--- src/rtl/mul_stage.sv ---
// Two-stage signed multiply/sum stage for a PE datapath: per-lane products in S1,
// exact sign-extended lane sum in S2, with zero-sample tagging and counting.
module mul_stage #(
    parameter int DWd    = 8,
    parameter int NMul   = 4,
    parameter int AuODWd = 2*DWd + $clog2(NMul),
    parameter int CntWd  = 16
) (
    input  logic                   i_clk,
    input  logic                   i_rst,
    input  logic                   i_cont_reset,
    input  logic                   i_cont_stall,
    input  logic                   i_cont_first_pix,
    input  logic [NMul*DWd-1:0]    i_act,
    input  logic [NMul*DWd-1:0]    i_wt,
    input  logic                   i_valid,
    output logic                   o_ready,
    output logic [AuODWd-1:0]      o_sum,
    output logic                   o_sum_zero,
    output logic                   o_first_pix,
    output logic                   o_valid,
    input  logic                   i_ready,
    output logic [CntWd-1:0]       o_zero_cnt
);

    logic                        s1_valid_reg;
    logic                        s1_first_reg;
    logic                        s2_valid_reg;
    logic signed [AuODWd-1:0]    s2_sum_reg;
    logic                        s2_zero_reg;
    logic                        s2_first_reg;
    logic [CntWd-1:0]            zero_cnt_reg;

    logic                        ready_int;
    logic                        s2_adv;
    logic                        s1_adv;
    logic                        accept;
    logic [NMul-1:0]             s1_zero;
    logic signed [2*DWd-1:0]     s1_prod [NMul];
    logic signed [AuODWd-1:0]    sum_next;
    logic                        all_zero;

    // A stall hides downstream readiness so nothing drains while frozen.
    assign ready_int = i_ready & ~i_cont_stall;
    assign s2_adv    = ~s2_valid_reg | ready_int;
    assign s1_adv    = ~s1_valid_reg | s2_adv;
    assign o_ready   = s1_adv & ~i_cont_stall;
    assign accept    = i_valid & o_ready;

    generate
        for (genvar gi = 0; gi < NMul; gi++) begin : gen_lane
            logic signed [DWd-1:0]   act_lane;
            logic signed [DWd-1:0]   wt_lane;
            logic signed [2*DWd-1:0] prod_next;
            logic                    lane_zero;
            logic signed [2*DWd-1:0] prod_reg;
            logic                    zero_reg;

            assign act_lane  = i_act[gi*DWd +: DWd];
            assign wt_lane   = i_wt[gi*DWd +: DWd];
            assign lane_zero = (act_lane == '0) || (wt_lane == '0);
            assign prod_next = (2*DWd)'(act_lane) * (2*DWd)'(wt_lane);

            // Zero lanes load a constant 0 instead of the multiplier result.
            always_ff @(posedge i_clk) begin
                if (i_rst) begin
                    prod_reg <= '0;
                    zero_reg <= 1'b0;
                end else if (accept) begin
                    prod_reg <= lane_zero ? '0 : prod_next;
                    zero_reg <= lane_zero;
                end
            end

            assign s1_prod[gi] = prod_reg;
            assign s1_zero[gi] = zero_reg;
        end
    endgenerate

    always_comb begin
        sum_next = '0;
        for (int i = 0; i < NMul; i++) begin
            sum_next = sum_next + AuODWd'(s1_prod[i]);
        end
    end

    assign all_zero = &s1_zero;

    always_ff @(posedge i_clk) begin
        if (i_rst) begin
            s1_valid_reg <= 1'b0;
            s1_first_reg <= 1'b0;
            s2_valid_reg <= 1'b0;
            s2_sum_reg   <= '0;
            s2_zero_reg  <= 1'b0;
            s2_first_reg <= 1'b0;
            zero_cnt_reg <= '0;
        end else if (i_cont_reset) begin
            s1_valid_reg <= 1'b0;
            s2_valid_reg <= 1'b0;
            zero_cnt_reg <= '0;
        end else if (!i_cont_stall) begin
            if (s1_adv) begin
                s1_valid_reg <= accept;
                if (accept) begin
                    s1_first_reg <= i_cont_first_pix;
                end
            end
            if (s2_adv) begin
                s2_valid_reg <= s1_valid_reg;
                if (s1_valid_reg) begin
                    s2_sum_reg   <= sum_next;
                    s2_zero_reg  <= all_zero;
                    s2_first_reg <= s1_first_reg;
                    if (all_zero && (zero_cnt_reg != '1)) begin
                        zero_cnt_reg <= zero_cnt_reg + 1'b1;
                    end
                end
            end
        end
    end

    assign o_valid     = s2_valid_reg;
    assign o_sum       = s2_sum_reg;
    assign o_sum_zero  = s2_zero_reg;
    assign o_first_pix = s2_first_reg;
    assign o_zero_cnt  = zero_cnt_reg;

endmodule

--- config.mk ---
export PLATFORM = sky130hd
export DESIGN_NAME = mul_stage
export DESIGN_NICKNAME = d
export VERILOG_FILES = /design/src/rtl/mul_stage.sv
export SDC_FILE = /design/constraint.sdc
export NUM_CORES = 1
export LEC_CHECK = 0
export CORE_UTILIZATION = 37
export CTS_BUF_LIST = sky130_fd_sc_hd__clkbuf_4 sky130_fd_sc_hd__clkbuf_8
export DETAILED_ROUTE_END_ITERATION = 6
export PLACE_DENSITY = 0.55
export SYNTH_ARGS = -nofsm -noshare
export SYNTH_HDL_FRONTEND = slang
export SYNTH_SLANG_ARGS = --single-unit
--- constraint.sdc ---
create_clock -name i_clk -period 10.9 [get_ports i_clk]
set_input_delay 2.18 -clock i_clk [delete_from_list [all_inputs] [get_ports i_clk]]
set_output_delay 2.18 -clock i_clk [all_outputs]
set_load 0.02 [all_outputs]
==> flow_summary.ini <==
[routing]
vias = 11200
wire_per_inst_um = 15.2
via_per_inst = 4.89
drc = 0
drt-initial-drc-count = 511
wl_mm = 34.9
dr.pass1.iters = 7
ant_nets = 0

[global_route]
grt_pass1_wl_mm = 60.6
grt_max_degree = 63
antenna_found_initial = 1
track_usage_pct = 17.9
gr-total-overflow = 0
grt_pass1_vias = 11900

[logic_synthesis]
yosysTopAreaCell = fa_1
mappedNetlistArea_mm2 = 0.0152
syn_nets = 2141
yosys_warnings = 0
synthFlopType = dfxtp_1
synth_edf_count = 0
synth_seq_cells = 107
ys_seq_area_share_pct = 14.1
synthArstFlopShare_pct = 0
synth_top_cell_area_share_pct = 33.3
netlist_instances = 1683
synth_cell_types = 45
synth_area_leaders = fa_1 33%, dfxtp_1 14%, ha_1 11%
syn_area_per_cell_um2 = 9.05

[floorplan]
start_util_pct = 37.9
io_pins = 109
fp.coreArea_mm2 = 0.0402
die_w_um = 205
fp-row-count = 73
die_y_um = 205
dieArea_mm2 = 0.0420

[sta]
rsz0062_at_grt = false
worst_clock_skew_ns = 0.0209
tns_ns = 0
slew_violations = 0
whs_ns = 0.463
worst_slew_pin_slew_ns = 1.08
hold_viol_final = 0
timing.final.crit_share_pct = 59.2
maxSlewHeadroom_pct = 28.3
timing.fmax_mhz = 155
setup_viol_count_final = 0
period_minus_slack_ns = 6.45

[critical_path]
crit_path_end_kind = flop
crit_chain = clkdlybuf4s50_1, nand2_1, fa_1, fa_1, fa_1, inv_1, fa_1, ha_1, a21o_1, a21o_1, a21oi_1, o21ai_0, xnor2_1, a22o_1
arrival_ns = 6.77
reg2reg_to = o_sum[17]$_SDFFE_PP0P_
critPathRequiredTime_ns = 11.22
rrSetupSlack_ns = 6.99
slowest_delay_ns = 0.78
r2r_start = gen_lane[2].prod_reg[1]$_SDFFE_PP0P_
critPathSlowestCell = fa_1
cp_top_family = adder cells
path_common_cell = fa_1
cp_num_buf_inv = 2
critical_path_class = in -> reg
r2r_cells = 11
path_max_fanout = 9
startpoint_type = input pin

[cts]
cts_tree = yes
cts-htree-levels = 3
cts_buffer_depth = 2
postCtsSetupBuffers = 0
cts-buffers-inserted = 9
post_cts_resized = 0
cts_hold_buf = 0
clkTransAtPathRegs_ns = 0.13
clk_latency_ns = 0.41
clkSinkCount = 107
cts_root_buf = clkbuf_8

[place]
dpl.hpwl_mm = 28.9
io_buffers = 108
placed_cell_area_mm2 = 0.0168
routabilityCongestion = 0.863

[layout]
n_antenna_cell = 0
register_area_mm2 = 0.00214
drive_above_1_share_pct = 1.64
fill_cells = 3987
multi_input_area_mm2 = 0.0117
stdcell_area_mm2 = 0.0171
area_growth_pct = 12.0
largest_register_ff_count = 64
nets = 2224
post-route-util_pct = 42.4

[power_and_ir_drop]
p_leak_nw = 7.91
ir_drop_mv = 0.0959
p_per_area_mw_per_mm2 = 198

[job]
maxCapViolations = 0

[worst_hold_path]
holdPathStages = 2
hold_class = reg -> reg
hold-path-endpoint = o_sum[3]$_SDFFE_PP0P_
hp-start = o_sum[3]$_SDFFE_PP0P_

[outcome]
status = complete, no violations
worst max-delay path by stage:
stage	startpoint	to	slack, ns	cells after the start
floorplan	i_wt[3]	gen_lane[0].prod_reg[15]$_SDFFE_PP0P_	4.82	15
global placement	i_wt[2]	gen_lane[0].prod_reg[15]$_SDFFE_PP0P_	4.03	14
detailed placement	i_wt[2]	gen_lane[0].prod_reg[15]$_SDFFE_PP0P_	3.99	14
CTS	i_wt[2]	gen_lane[0].prod_reg[15]$_SDFFE_PP0P_	4.45	14
global route	i_wt[2]	gen_lane[0].prod_reg[15]$_SDFFE_PP0P_	4.21	15
finish	i_wt[2]	gen_lane[0].prod_reg[15]$_SDFFE_PP0P_	4.45	14
metal layers:
| layer | global-route usage (%) | part of all wire [%] |
|---|---|---|
| met1 | 25.2 | 48 |
| met3 | 2.58 | 3.3 |
| met5 | 0 | 0 |
| met4 | 3.07 | 1.2 |
| met2 | 29.4 | 47 |
cell families (layout without fill, tap and decap cells):
kind of cell	count (synthesis)	count (layout)	share of synthesized area [%]
AOI/OAI and AO/OA	213	213	9.44
xor gates and xnor gates	87	87	5.00
adders and majority gates	387	387	44.3
buffers and inverters	379	467	9.38
DFF	107	107	14.1
muxes	7	7	0.501
and+or+nand+nor	503	503	17.3
metrics by stage:
step / setup slack (ns) / std cells / total power [W]
finish: 4.45 / 2296 / 0.00338
global route: 4.21 / 2296 / 0.00383
CTS: 4.45 / 2296 / 0.00344
detailed placement: 3.99 / 2280 / 0.00313
global placement: 4.03 / 2280 / 0.00312
floorplan: 4.82 / 1683 / 0.00253
synthesized netlist by cell type, types with 12 or more instances:
cell        n
a21o_1     19
xnor2_1    73
nand2_1   104
ha_1      134
nor4_1     17
a22oi_1    39
o21ai_0    26
fa_1      253
xor2_1     14
a22o_1     20
inv_1     340
a21oi_1    52
and2_1    174
nand3_1    15
nor2_1     90
nor2b_1    29
nor3_1     21
clkbuf_1   32
nand2b_1   12
dfxtp_1   107
nand4_1    13
final cells by class:
class	count	share of cell area (%)
Clock inverter	7	0.543
Sequential cell	107	12.6
Inverter	340	7.48
Clock buffer	9	0.726
Timing Repair Buffer	111	6.44
Tap cell	525	3.85
Multi-Input combinational cell	1197	68.4
cell usage in the layout (no fill, tap or decap), drive strengths merged, types with 12 or more instances in the layout:
cell type	Yosys	final
inv	340	345
xnor2	73	73
nor2	90	90
nand2b	12	12
nand2	104	104
and2	174	174
fa	253	253
xor2	14	14
ha	134	134
a22oi	39	39
nand4	13	13
nand3	15	15
a21o	19	19
a22o	20	20
dfxtp	107	107
a21oi	52	52
nor2b	29	29
o21ai	26	26
nor4	17	17
nor3	21	21
clkdlybuf4s50	0	107
power breakdown:
part | internal (W) | total [W] | leakage [nW] | switching (W)
clock | 0.000113 | 0.000273 | 0.110 | 0.000160
combinational | 0.00114 | 0.00255 | 6.93 | 0.00141
sequential | 0.000468 | 0.000563 | 0.870 | 0.0000952
worst register-to-register path, stage by stage (launching register included):
cell	delay, ns
dfxtp_1	0.42
fa_1	0.46
fa_1	0.50
ha_1	0.20
inv_1	0.08
fa_1	0.43
nand2b_1	0.19
a21oi_1	0.47
a211oi_1	0.18
a211oi_1	0.54
a21oi_1	0.12
a311oi_1	0.23
No activity file was read; power rests on OpenSTA's default activity.
